==> config.mk <==
export PLATFORM = sky130hd
export DESIGN_NAME = penguin_move_ctrl
export DESIGN_NICKNAME = d
export VERILOG_FILES = /design/src/rtl/penguin_pkg.sv /design/src/rtl/penguin_step_calc.sv /design/src/rtl/penguin_move_ctrl.sv
export SDC_FILE = /design/constraint.sdc
export NUM_CORES = 1
export LEC_CHECK = 0
export ABC_AREA = 1
export CORE_MARGIN = 3
export CORE_UTILIZATION = 52
export CTS_BUF_LIST = sky130_fd_sc_hd__clkbuf_8
export DETAILED_ROUTE_END_ITERATION = 10
export PLACE_DENSITY = 0.92
export SETUP_SLACK_MARGIN = 0.2
export SYNTH_ARGS = -nofsm -noshare
export SYNTH_HDL_FRONTEND = slang
export SYNTH_SLANG_ARGS = --single-unit
==> constraint.sdc <==
create_clock -name clk -period 3.6 [get_ports clk]
set_input_delay 0.54 -clock clk [delete_from_list [all_inputs] [get_ports clk]]
set_output_delay 0.54 -clock clk [all_outputs]
set_load 0.01 [all_outputs]
==> src/rtl/penguin_pkg.sv <==
// Shared definitions for the penguin movement block, the sprite renderer and
// the wall-probe mux: direction and state encodings, HID keycodes, key decode.
package penguin_pkg;

    typedef enum logic [1:0] {
        DIR_LEFT  = 2'd0,
        DIR_RIGHT = 2'd1,
        DIR_UP    = 2'd2,
        DIR_DOWN  = 2'd3
    } dir_t;

    typedef enum logic [1:0] {
        S_IDLE     = 2'd0,
        S_PROBE    = 2'd1,
        S_MOVE     = 2'd2,
        S_INTERACT = 2'd3
    } state_t;

    localparam logic [7:0] KEY_A = 8'h04;
    localparam logic [7:0] KEY_D = 8'h07;
    localparam logic [7:0] KEY_W = 8'h1A;
    localparam logic [7:0] KEY_S = 8'h16;
    localparam logic [7:0] KEY_E = 8'h08;

    // True for the four movement keys (W/A/S/D)
    function automatic logic is_dir_key(input logic [7:0] key);
        return (key == KEY_A) || (key == KEY_D) || (key == KEY_W) || (key == KEY_S);
    endfunction

    // Direction selected by a movement key; only meaningful when is_dir_key() is true
    function automatic logic [1:0] key_to_dir(input logic [7:0] key);
        logic [1:0] d;
        case (key)
            KEY_A:   d = DIR_LEFT;
            KEY_D:   d = DIR_RIGHT;
            KEY_W:   d = DIR_UP;
            default: d = DIR_DOWN;
        endcase
        return d;
    endfunction

endpackage

==> src/rtl/penguin_step_calc.sv <==
// Combinational next-position calculator. Moves one axis by STEP according to
// dir (LEFT/RIGHT on X, UP/DOWN on Y, screen coordinates so UP decreases Y) and
// clamps to the inclusive [MIN,MAX] window. Arithmetic is done in 11 bits so the
// result never wraps.
module penguin_step_calc
    import penguin_pkg::*;
#(
    parameter logic [9:0] STEP  = 10'd4,
    parameter logic [9:0] X_MIN = 10'd20,
    parameter logic [9:0] X_MAX = 10'd600,
    parameter logic [9:0] Y_MIN = 10'd20,
    parameter logic [9:0] Y_MAX = 10'd440
) (
    input  logic [9:0] pos_x,
    input  logic [9:0] pos_y,
    input  logic [1:0] dir,
    output logic [9:0] next_x,
    output logic [9:0] next_y
);

    logic [9:0] pos_a  [2];
    logic [9:0] next_a [2];

    assign pos_a[0] = pos_x;
    assign pos_a[1] = pos_y;
    assign next_x   = next_a[0];
    assign next_y   = next_a[1];

    // Axis 0 is X, axis 1 is Y; both use the same clamp rule with their own limits
    generate
        for (genvar gi = 0; gi < 2; gi++) begin : g_axis
            localparam logic [9:0] LO      = (gi == 0) ? X_MIN : Y_MIN;
            localparam logic [9:0] HI      = (gi == 0) ? X_MAX : Y_MAX;
            localparam logic [1:0] INC_DIR = (gi == 0) ? DIR_RIGHT : DIR_DOWN;
            localparam logic [1:0] DEC_DIR = (gi == 0) ? DIR_LEFT : DIR_UP;

            logic [10:0] inc_sum;
            logic [10:0] dec_floor;
            logic [9:0]  inc_res;
            logic [9:0]  dec_res;

            assign inc_sum   = {1'b0, pos_a[gi]} + {1'b0, STEP};
            assign dec_floor = {1'b0, LO} + {1'b0, STEP};
            assign inc_res   = (inc_sum > {1'b0, HI}) ? HI : inc_sum[9:0];
            assign dec_res   = ({1'b0, pos_a[gi]} < dec_floor) ? LO : (pos_a[gi] - STEP);

            assign next_a[gi] = (dir == INC_DIR) ? inc_res :
                                (dir == DEC_DIR) ? dec_res : pos_a[gi];
        end
    endgenerate

endmodule

==> src/rtl/penguin_move_ctrl.sv <==
// Per-frame penguin sequencer. On a frame tick it latches the key, presents the
// current position and a direction to the shared wall-probe port, samples the
// checker one cycle later, then either steps the position or runs a
// request/ack handshake with the counter-item logic (with timeout).
module penguin_move_ctrl
    import penguin_pkg::*;
#(
    parameter logic [9:0] STEP    = 10'd4,
    parameter logic [9:0] X_INIT  = 10'd320,
    parameter logic [9:0] Y_INIT  = 10'd240,
    parameter logic [9:0] X_MIN   = 10'd20,
    parameter logic [9:0] X_MAX   = 10'd600,
    parameter logic [9:0] Y_MIN   = 10'd20,
    parameter logic [9:0] Y_MAX   = 10'd440,
    parameter logic [3:0] ACK_TMO = 4'd15
) (
    input  logic       clk,
    input  logic       rst,
    input  logic       frame_tick,
    input  logic [7:0] keycode,
    output logic [9:0] probe_x,
    output logic [9:0] probe_y,
    output logic [1:0] probe_dir,
    input  logic       touch_flag,
    input  logic [9:0] near_cx,
    input  logic [9:0] near_cy,
    output logic [9:0] pos_x,
    output logic [9:0] pos_y,
    output logic [1:0] facing,
    output logic       interact_req,
    output logic [9:0] int_cx,
    output logic [9:0] int_cy,
    input  logic       interact_ack,
    output logic       interact_none,
    output logic       busy
);

    localparam logic [1:0] ST_IDLE     = S_IDLE;
    localparam logic [1:0] ST_PROBE    = S_PROBE;
    localparam logic [1:0] ST_MOVE     = S_MOVE;
    localparam logic [1:0] ST_INTERACT = S_INTERACT;

    logic [1:0] state_reg;
    logic [9:0] pos_x_reg, pos_y_reg;
    logic [1:0] facing_reg;
    logic [9:0] probe_x_reg, probe_y_reg;
    logic [1:0] probe_dir_reg;
    logic       key_is_e_reg;
    logic       touch_reg;
    logic [9:0] near_cx_reg, near_cy_reg;
    logic       interact_req_reg;
    logic [9:0] int_cx_reg, int_cy_reg;
    logic       interact_none_reg;
    logic [3:0] tmo_reg;
    logic [3:0] tmo_next;
    logic [9:0] step_x, step_y;

    assign tmo_next = tmo_reg + 4'd1;

    // The probe direction doubles as the latched movement direction for the frame
    penguin_step_calc #(
        .STEP  (STEP),
        .X_MIN (X_MIN),
        .X_MAX (X_MAX),
        .Y_MIN (Y_MIN),
        .Y_MAX (Y_MAX)
    ) u_step_calc (
        .pos_x  (pos_x_reg),
        .pos_y  (pos_y_reg),
        .dir    (probe_dir_reg),
        .next_x (step_x),
        .next_y (step_y)
    );

    // Frame sequencer: IDLE -> PROBE -> MOVE -> (IDLE | INTERACT -> IDLE)
    always_ff @(posedge clk or posedge rst) begin
        if (rst) begin
            state_reg         <= ST_IDLE;
            pos_x_reg         <= X_INIT;
            pos_y_reg         <= Y_INIT;
            facing_reg        <= DIR_DOWN;
            probe_x_reg       <= '0;
            probe_y_reg       <= '0;
            probe_dir_reg     <= '0;
            key_is_e_reg      <= 1'b0;
            touch_reg         <= 1'b0;
            near_cx_reg       <= '0;
            near_cy_reg       <= '0;
            interact_req_reg  <= 1'b0;
            int_cx_reg        <= '0;
            int_cy_reg        <= '0;
            interact_none_reg <= 1'b0;
            tmo_reg           <= '0;
        end else begin
            interact_none_reg <= 1'b0;
            case (state_reg)
                ST_IDLE: begin
                    // Ticks arriving in any other state are dropped, not queued
                    if (frame_tick) begin
                        if (is_dir_key(keycode)) begin
                            probe_dir_reg <= key_to_dir(keycode);
                            facing_reg    <= key_to_dir(keycode);
                            probe_x_reg   <= pos_x_reg;
                            probe_y_reg   <= pos_y_reg;
                            key_is_e_reg  <= 1'b0;
                            state_reg     <= ST_PROBE;
                        end else if (keycode == KEY_E) begin
                            probe_dir_reg <= facing_reg;
                            probe_x_reg   <= pos_x_reg;
                            probe_y_reg   <= pos_y_reg;
                            key_is_e_reg  <= 1'b1;
                            state_reg     <= ST_PROBE;
                        end
                    end
                end
                ST_PROBE: begin
                    touch_reg   <= touch_flag;
                    near_cx_reg <= near_cx;
                    near_cy_reg <= near_cy;
                    state_reg   <= ST_MOVE;
                end
                ST_MOVE: begin
                    if (!key_is_e_reg) begin
                        if (!touch_reg) begin
                            pos_x_reg <= step_x;
                            pos_y_reg <= step_y;
                        end
                        state_reg <= ST_IDLE;
                    end else if (touch_reg) begin
                        int_cx_reg       <= near_cx_reg;
                        int_cy_reg       <= near_cy_reg;
                        interact_req_reg <= 1'b1;
                        tmo_reg          <= '0;
                        state_reg        <= ST_INTERACT;
                    end else begin
                        interact_none_reg <= 1'b1;
                        state_reg         <= ST_IDLE;
                    end
                end
                ST_INTERACT: begin
                    // An ack in the timeout cycle still counts as success
                    if (interact_ack) begin
                        interact_req_reg <= 1'b0;
                        state_reg        <= ST_IDLE;
                    end else begin
                        tmo_reg <= tmo_next;
                        if (tmo_next == ACK_TMO) begin
                            interact_req_reg  <= 1'b0;
                            interact_none_reg <= 1'b1;
                            state_reg         <= ST_IDLE;
                        end
                    end
                end
                default: state_reg <= ST_IDLE;
            endcase
        end
    end

    assign probe_x       = probe_x_reg;
    assign probe_y       = probe_y_reg;
    assign probe_dir     = probe_dir_reg;
    assign pos_x         = pos_x_reg;
    assign pos_y         = pos_y_reg;
    assign facing        = facing_reg;
    assign interact_req  = interact_req_reg;
    assign int_cx        = int_cx_reg;
    assign int_cy        = int_cy_reg;
    assign interact_none = interact_none_reg;
    assign busy          = (state_reg != ST_IDLE);

endmodule

# Word level (Yosys, flattened, before mapping)
# Cells that the tools add are included.
totals:
  regBits: 94
  inputBits: 33
  elab_cells: 102
  out_inout_bits: 67
op_classes:
  addsub: 5
  n_bitwise: 2
  eq_ne: 18
  magnitude_cmp: 4
  n_reduce_logical: 18
  mux: 39
op_table:
  columns: ["op", "n"]
  rows:
  - ["$mux W10", 12]
  - ["$add A10 B3 Y11 const B", 2]
  - ["$lt A10 B5 Y1 const B", 2]
  - ["$sub A10 B3 Y10 const B", 2]
  - ["$mux W2", 9]
  - ["$eq A8 B3 Y1 const B", 2]
  - ["$eq A8 B5 Y1 const B", 2]
  - ["$reduce_and A4 Y1", 4]
  - ["$mux W4", 3]
  - ["$reduce_and A3 Y1", 4]
  - ["$gt A11 B10 Y1 const B", 1]
  - ["$gt A11 B9 Y1 const B", 1]
  - ["$mux W1", 10]
  - ["$reduce_bool A2 Y1", 5]
  - ["$eq A2 B2 Y1 const B", 4]
  - ["$eq A8 B4 Y1 const B", 1]
  - ["$ne A2 B2 Y1 const B", 4]
  - ["$pmux W2 S4", 1]
  - ["$pmux W4 S2", 1]
  - ["$ne A3 B3 Y1 const B", 2]
  - ["$pmux W2 S3", 1]
  - ["$add A4 B1 Y4 const B", 1]
  - ["$eq A2 B1 Y1 const B", 2]
  - ["$eq A4 B4 Y1 const B", 1]
  - ["4 further kinds", 9]

# Logic depth before layout (Yosys ltp)
depth:
  ltp_word: 7
  depth_mapped: 12
  depth_no_buf: 11

# Modules after synthesis
# A second synthesis with hierarchy kept.
hier_totals:
  hier_cells: 643
  area_unflattened_um2: 5139.9
by_module_without_submodules:
  columns: ["mod", "seq_area_each_um2", "area_each_um2", "n_inst", "cells_per_inst"]
  rows:
  - ["penguin_move_ctrl", 2362.3, 3927.5, 1, 406]
  - ["penguin_step_calc", 0.0, 1212.4, 1, 237]

# Worst setup path before layout
# OpenSTA, ideal clock, no wires.
synth_timing:
  path_kind: "reg-to-reg"
  from: "register pos_y_reg[2], in the netlist pos_y[2]"
  to: "register pos_y_reg[2], in the netlist pos_y[2]"
  path_buffers: 0
  setup_ps: 128
  arrival_ps: 1519
  required_ps: 3472
  stages_incl_launch_ff: 12
  setup_slack_ps: 1954
  period_less_slack_ps: 1646
  cell_sequence: "dfrtp_1 > inv_1 > ha_1 > inv_1 > nor2_1 > nand2_1 > o21ai_0 > nand2_1 > nand2_1 > nand2_1 > nand2_1 > o21ai_0"
synth_between:
  elab_chain_len: 4
  word_cells_on_any_way: 8
  cone_classes: "add/sub: 2; order compare: 2; mux: 4"
synth_rtl:
  columns: ["element", "line", "text"]
  rows:
  - ["start: declaration", "penguin_move_ctrl.sv:44", "logic [9:0] pos_x_reg, pos_y_reg;"]
  - ["start signal: assignment", "penguin_move_ctrl.sv:126", "pos_y_reg <= step_y;"]
  - ["$add A10 B3 Y11 (tied with other cells)", "penguin_step_calc.sv:42", "assign inc_sum = {1'b0, pos_a[gi]} + {1'b0, STEP};"]
  - ["$gt A11 B9 Y1 / $mux W10 (equally long branches)", "penguin_step_calc.sv:44, penguin_step_calc.sv:45", null]
  - ["$mux W10 (on tied branches)", "penguin_step_calc.sv:44, penguin_step_calc.sv:48", null]
  - ["$mux W10 *", "penguin_step_calc.sv:47", "assign next_a[gi] = (dir == INC_DIR) ? inc_res :"]
# Every way passes the cells marked *; elsewhere a longest branch is shown, timed or not. The select of a mux whose other input is x is not followed.
# A chain may end at the register's enable or synchronous reset.

# Worst setup path in the final report
layout_timing:
  from: "register state_reg[0]"
  to: "output busy"
layout_between:
  elab_chain_len: 1
layout_rtl:
  columns: ["element", "line", "text"]
  rows:
  - ["start: declaration", "penguin_move_ctrl.sv:43", "logic [1:0] state_reg;"]
  - ["start signal: assignment", "penguin_move_ctrl.sv:78", "state_reg <= ST_IDLE;"]
  - ["start signal: assignment", "penguin_move_ctrl.sv:106", "state_reg <= ST_PROBE;"]
  - ["start signal: assignment", "penguin_move_ctrl.sv:112", "state_reg <= ST_PROBE;"]
  - ["$reduce_bool A2 Y1", "penguin_move_ctrl.sv:169", "assign busy = (state_reg != ST_IDLE);"]
  - ["end: declaration", "penguin_move_ctrl.sv:35", "output logic busy"]
# Every way passes these cells.

==> flow_results.xml <==
<?xml version="1.0" encoding="UTF-8"?>
<metrics>
  <group name="synth">
    <metric name="yosys.cell_count.top_type" unit="">sky130_fd_sc_hd__nand2_1</metric>
    <metric name="synth_top_flop_cell" unit="">sky130_fd_sc_hd__dfrtp_1</metric>
    <metric name="syn-instance-count" unit="">541</metric>
    <metric name="synthesis.area_per_instance" unit="sq um">8.06</metric>
    <metric name="syn_area" unit="sq um">4360</metric>
    <metric name="synthesis.yosys.warnings" unit="">0</metric>
    <metric name="seq_area_frac_synth" unit="%">49.6</metric>
    <metric name="synth_top_cell_by_area" unit="">sky130_fd_sc_hd__dfrtp_1</metric>
    <metric name="post_synthesis_sequential_element_count" unit="">86</metric>
    <metric name="synthArstFlopShare" unit="%">100</metric>
    <metric name="yosys-top-cells-area" unit="">sky130_fd_sc_hd__dfrtp_1 45%, sky130_fd_sc_hd__nand2_1 10%, sky130_fd_sc_hd__nor2_1 5.3%</metric>
    <metric name="synth.top_cell.area_share" unit="%">44.8</metric>
    <metric name="ys_top_cells_by_count" unit="">122 x sky130_fd_sc_hd__nand2_1, 78 x sky130_fd_sc_hd__dfrtp_1, 62 x sky130_fd_sc_hd__nor2_1</metric>
    <metric name="synth_edf_count" unit="">0</metric>
    <metric name="synth.lib_cells_used.distinct" unit="">41</metric>
  </group>
  <group name="cts">
    <metric name="tritoncts" unit="">yes</metric>
    <metric name="clock_tree.buffer_depth" unit="">2</metric>
    <metric name="cts_sinks" unit="">86</metric>
    <metric name="htree_num_levels" unit="">3</metric>
    <metric name="path_clk_slew" unit="ns">0.08</metric>
    <metric name="cts_buffers" unit="">9</metric>
    <metric name="post_cts_setup_buffer_count" unit="">0</metric>
    <metric name="cts.root.buffer_cell" unit="">sky130_fd_sc_hd__clkbuf_8</metric>
    <metric name="hold_buffers" unit="">0</metric>
    <metric name="total_of_cells_resized_after_clock_tree_synthesis" unit="">0</metric>
    <metric name="clock_insertion_delay_worst_skew" unit="ns">0.35</metric>
  </group>
  <group name="setup_path">
    <metric name="largest_fanout_on_the_critical_path" unit="">5</metric>
    <metric name="crit_path_start_kind" unit="">flip-flop</metric>
    <metric name="worst_setup_path_end_kind" unit="">output pin</metric>
    <metric name="crit_required" unit="ns">3.06</metric>
    <metric name="wp_data_arrival" unit="ns">1.56</metric>
    <metric name="setup.worst_path.class" unit="">reg -&gt; out</metric>
  </group>
  <group name="drt">
    <metric name="drtPass1Iterations" unit="">4</metric>
    <metric name="ant_nets" unit="">0</metric>
    <metric name="dr_vias_cell" unit="">5.36</metric>
    <metric name="drt-wirelength-per-cell" unit="um">14.2</metric>
    <metric name="dr.first_iter.drc_count" unit="">196</metric>
    <metric name="drc" unit="">0</metric>
    <metric name="dr_total_vias" unit="">3931</metric>
    <metric name="detail_route.wirelength" unit="mm">10.4</metric>
  </group>
  <group name="pwr">
    <metric name="power_per_cell_area" unit="nW/um^2">650</metric>
    <metric name="total_power" unit="mW">3.56</metric>
    <metric name="cellLeakagePower" unit="nW">2.61</metric>
    <metric name="max-vdd-ir-drop" unit="uV">395</metric>
  </group>
  <group name="grt">
    <metric name="globalRouteOverflowTotal" unit="">0</metric>
    <metric name="largest_net_degree_at_the_start_of_global_routing" unit="">48</metric>
    <metric name="number_of_global_route_vias_before_repair" unit="">3841</metric>
    <metric name="global_route_wire_length_before_repair" unit="mm">17.5</metric>
    <metric name="grt_use_total" unit="%">22.2</metric>
    <metric name="antenna_violations_before_repair" unit="">0</metric>
  </group>
  <group name="placed_design">
    <metric name="place_inst" unit="">718</metric>
    <metric name="hpwl" unit="mm">7.74</metric>
    <metric name="place.port_buffers" unit="">91</metric>
    <metric name="gpl.final_weighted_congestion" unit="">0.995</metric>
    <metric name="post_place_worst_slack" unit="ns">1.33</metric>
    <metric name="placed_cell_area" unit="sq um">5300</metric>
  </group>
  <group name="floorplan">
    <metric name="io_pins" unit="">100</metric>
    <metric name="core.rowCount" unit="">32</metric>
    <metric name="die_width" unit="um">97.6</metric>
    <metric name="die-area" unit="sq um">9520</metric>
    <metric name="core" unit="sq um">7930</metric>
    <metric name="die_y" unit="um">97.6</metric>
    <metric name="starting_utilization_of_the_core_area" unit="%">55.0</metric>
  </group>
  <group name="sta">
    <metric name="final_period_minus_worst_setup_slack" unit="ns">2.10</metric>
    <metric name="unrepaired_setup_endpoints_after_global_routing" unit="">no</metric>
    <metric name="maxSlewHeadroom" unit="%">45.7</metric>
    <metric name="setup_viol" unit="">0</metric>
    <metric name="hold_slack" unit="ns">0.473</metric>
    <metric name="clock_skew" unit="ns">0.0159</metric>
    <metric name="max_freq" unit="MHz">475</metric>
    <metric name="post-route-worst-setup-slack" unit="ns">1.50</metric>
    <metric name="fin_crit_sh" unit="%">58.5</metric>
    <metric name="hold_viol_final" unit="">0</metric>
    <metric name="tns" unit="ns">0</metric>
    <metric name="timing_max_transition_violations_final" unit="">0</metric>
    <metric name="tightest_slew" unit="ns">0.813</metric>
  </group>
  <group name="final_layout">
    <metric name="final_standard_cell_utilization_of_the_core" unit="%">69.0</metric>
    <metric name="fin_area" unit="sq um">5470</metric>
    <metric name="fillCellCount" unit="">631</metric>
    <metric name="post_route_cells_drive_above_1_share" unit="%">7.29</metric>
    <metric name="finalNetCount" unit="">668</metric>
    <metric name="layout.cells.non_filler" unit="">733</metric>
    <metric name="area_growth_syn_to_layout" unit="%">25.5</metric>
    <metric name="multi_input_comb_area" unit="sq um">1830</metric>
    <metric name="regArea" unit="sq um">2160</metric>
    <metric name="antenna-diode-count" unit="">0</metric>
  </group>
  <group name="job">
    <metric name="max_cap_violations" unit="">0</metric>
  </group>
  <group name="worst_hold_path">
    <metric name="hold_class" unit="">reg -&gt; reg</metric>
  </group>
  <group name="status">
    <metric name="outcome" unit="">completed</metric>
  </group>
</metrics>
cells by family after synthesis:
| kind of cell | share of synthesized area [%] |
|---|---|
| AO/OA/AOI/OAI | 14.3 |
| XOR/XNOR | 1.81 |
| buffers and inverters | 9.04 |
| other | 0.0860 |
| flip-flops | 49.6 |
| adder cells (fa/ha/maj) | 2.29 |
| AND/OR/NAND/NOR | 22.9 |
routing by layer:
layer,GRT usage (%),wire length [um],up-vias
met5,0,0,-
met4,8.52,238,0
met3,3.59,491,24
met2,38.2,5390,125
met1,28.0,4280,1880
li1,-,-,1902
worst max-delay path: stages, from the launching register on:
cell and delay [ns]:
sky130_fd_sc_hd__dfrtp_1 0.42, sky130_fd_sc_hd__nor2_1 0.08, sky130_fd_sc_hd__inv_1 0.15, sky130_fd_sc_hd__clkdlybuf4s50_1 0.57
worst paths after layout:
kind / slack (ns) / end / from / cells after the start
worst min-delay path: 0.47 / interact_req / interact_req / 2
max in group asynchronous: 2.22 / facing[1] / rst / 3
worst max-delay path: 1.50 / busy / state_reg[0] / 3
min in group asynchronous: 0.64 / near_cy_reg[5] / rst / 2
worst min register to register: 0.47 / interact_req / interact_req / 2
worst max register to register: 1.56 / pos_y[3] / state_reg[1] / 9
layout by cell type, fill, tap and decap left out, types with 4 or more instances in the layout:
cell and count:
sky130_fd_sc_hd__nand2_1 122, sky130_fd_sc_hd__clkdlybuf4s50_1 91, sky130_fd_sc_hd__dfrtp_1 78, sky130_fd_sc_hd__nor2_1 62, sky130_fd_sc_hd__inv_1 58, sky130_fd_sc_hd__a21oi_1 45
sky130_fd_sc_hd__o21ai_0 40, sky130_fd_sc_hd__nand3_1 27, sky130_fd_sc_hd__o21ai_1 16, sky130_fd_sc_hd__clkbuf_8 10, sky130_fd_sc_hd__xor2_1 8, sky130_fd_sc_hd__ha_1 8
sky130_fd_sc_hd__conb_1 8, sky130_fd_sc_hd__dfstp_2 8, sky130_fd_sc_hd__nor2_2 5, sky130_fd_sc_hd__nor3_1 4, sky130_fd_sc_hd__nand3_2 4
where the power goes:
part	leakage [nW]	switching, mW	total [mW]	internal (mW)
combinational	1.47	0.790	1.43	0.640
sequential	1.05	0.226	1.53	1.30
clock	0.0845	0.336	0.602	0.266
total	2.61	1.35	3.56	2.21
area by class of cell:
type                       count  area share (%)
timing repair buffer          94            17.3
tap                          102            2.33
sequential                    86            39.5
inverter                      62            4.28
clock inverter                 5           0.617
clock buffer                  10            2.51
multi-input combinational    374            33.5
No activity file was read; power rests on OpenSTA's default activity.
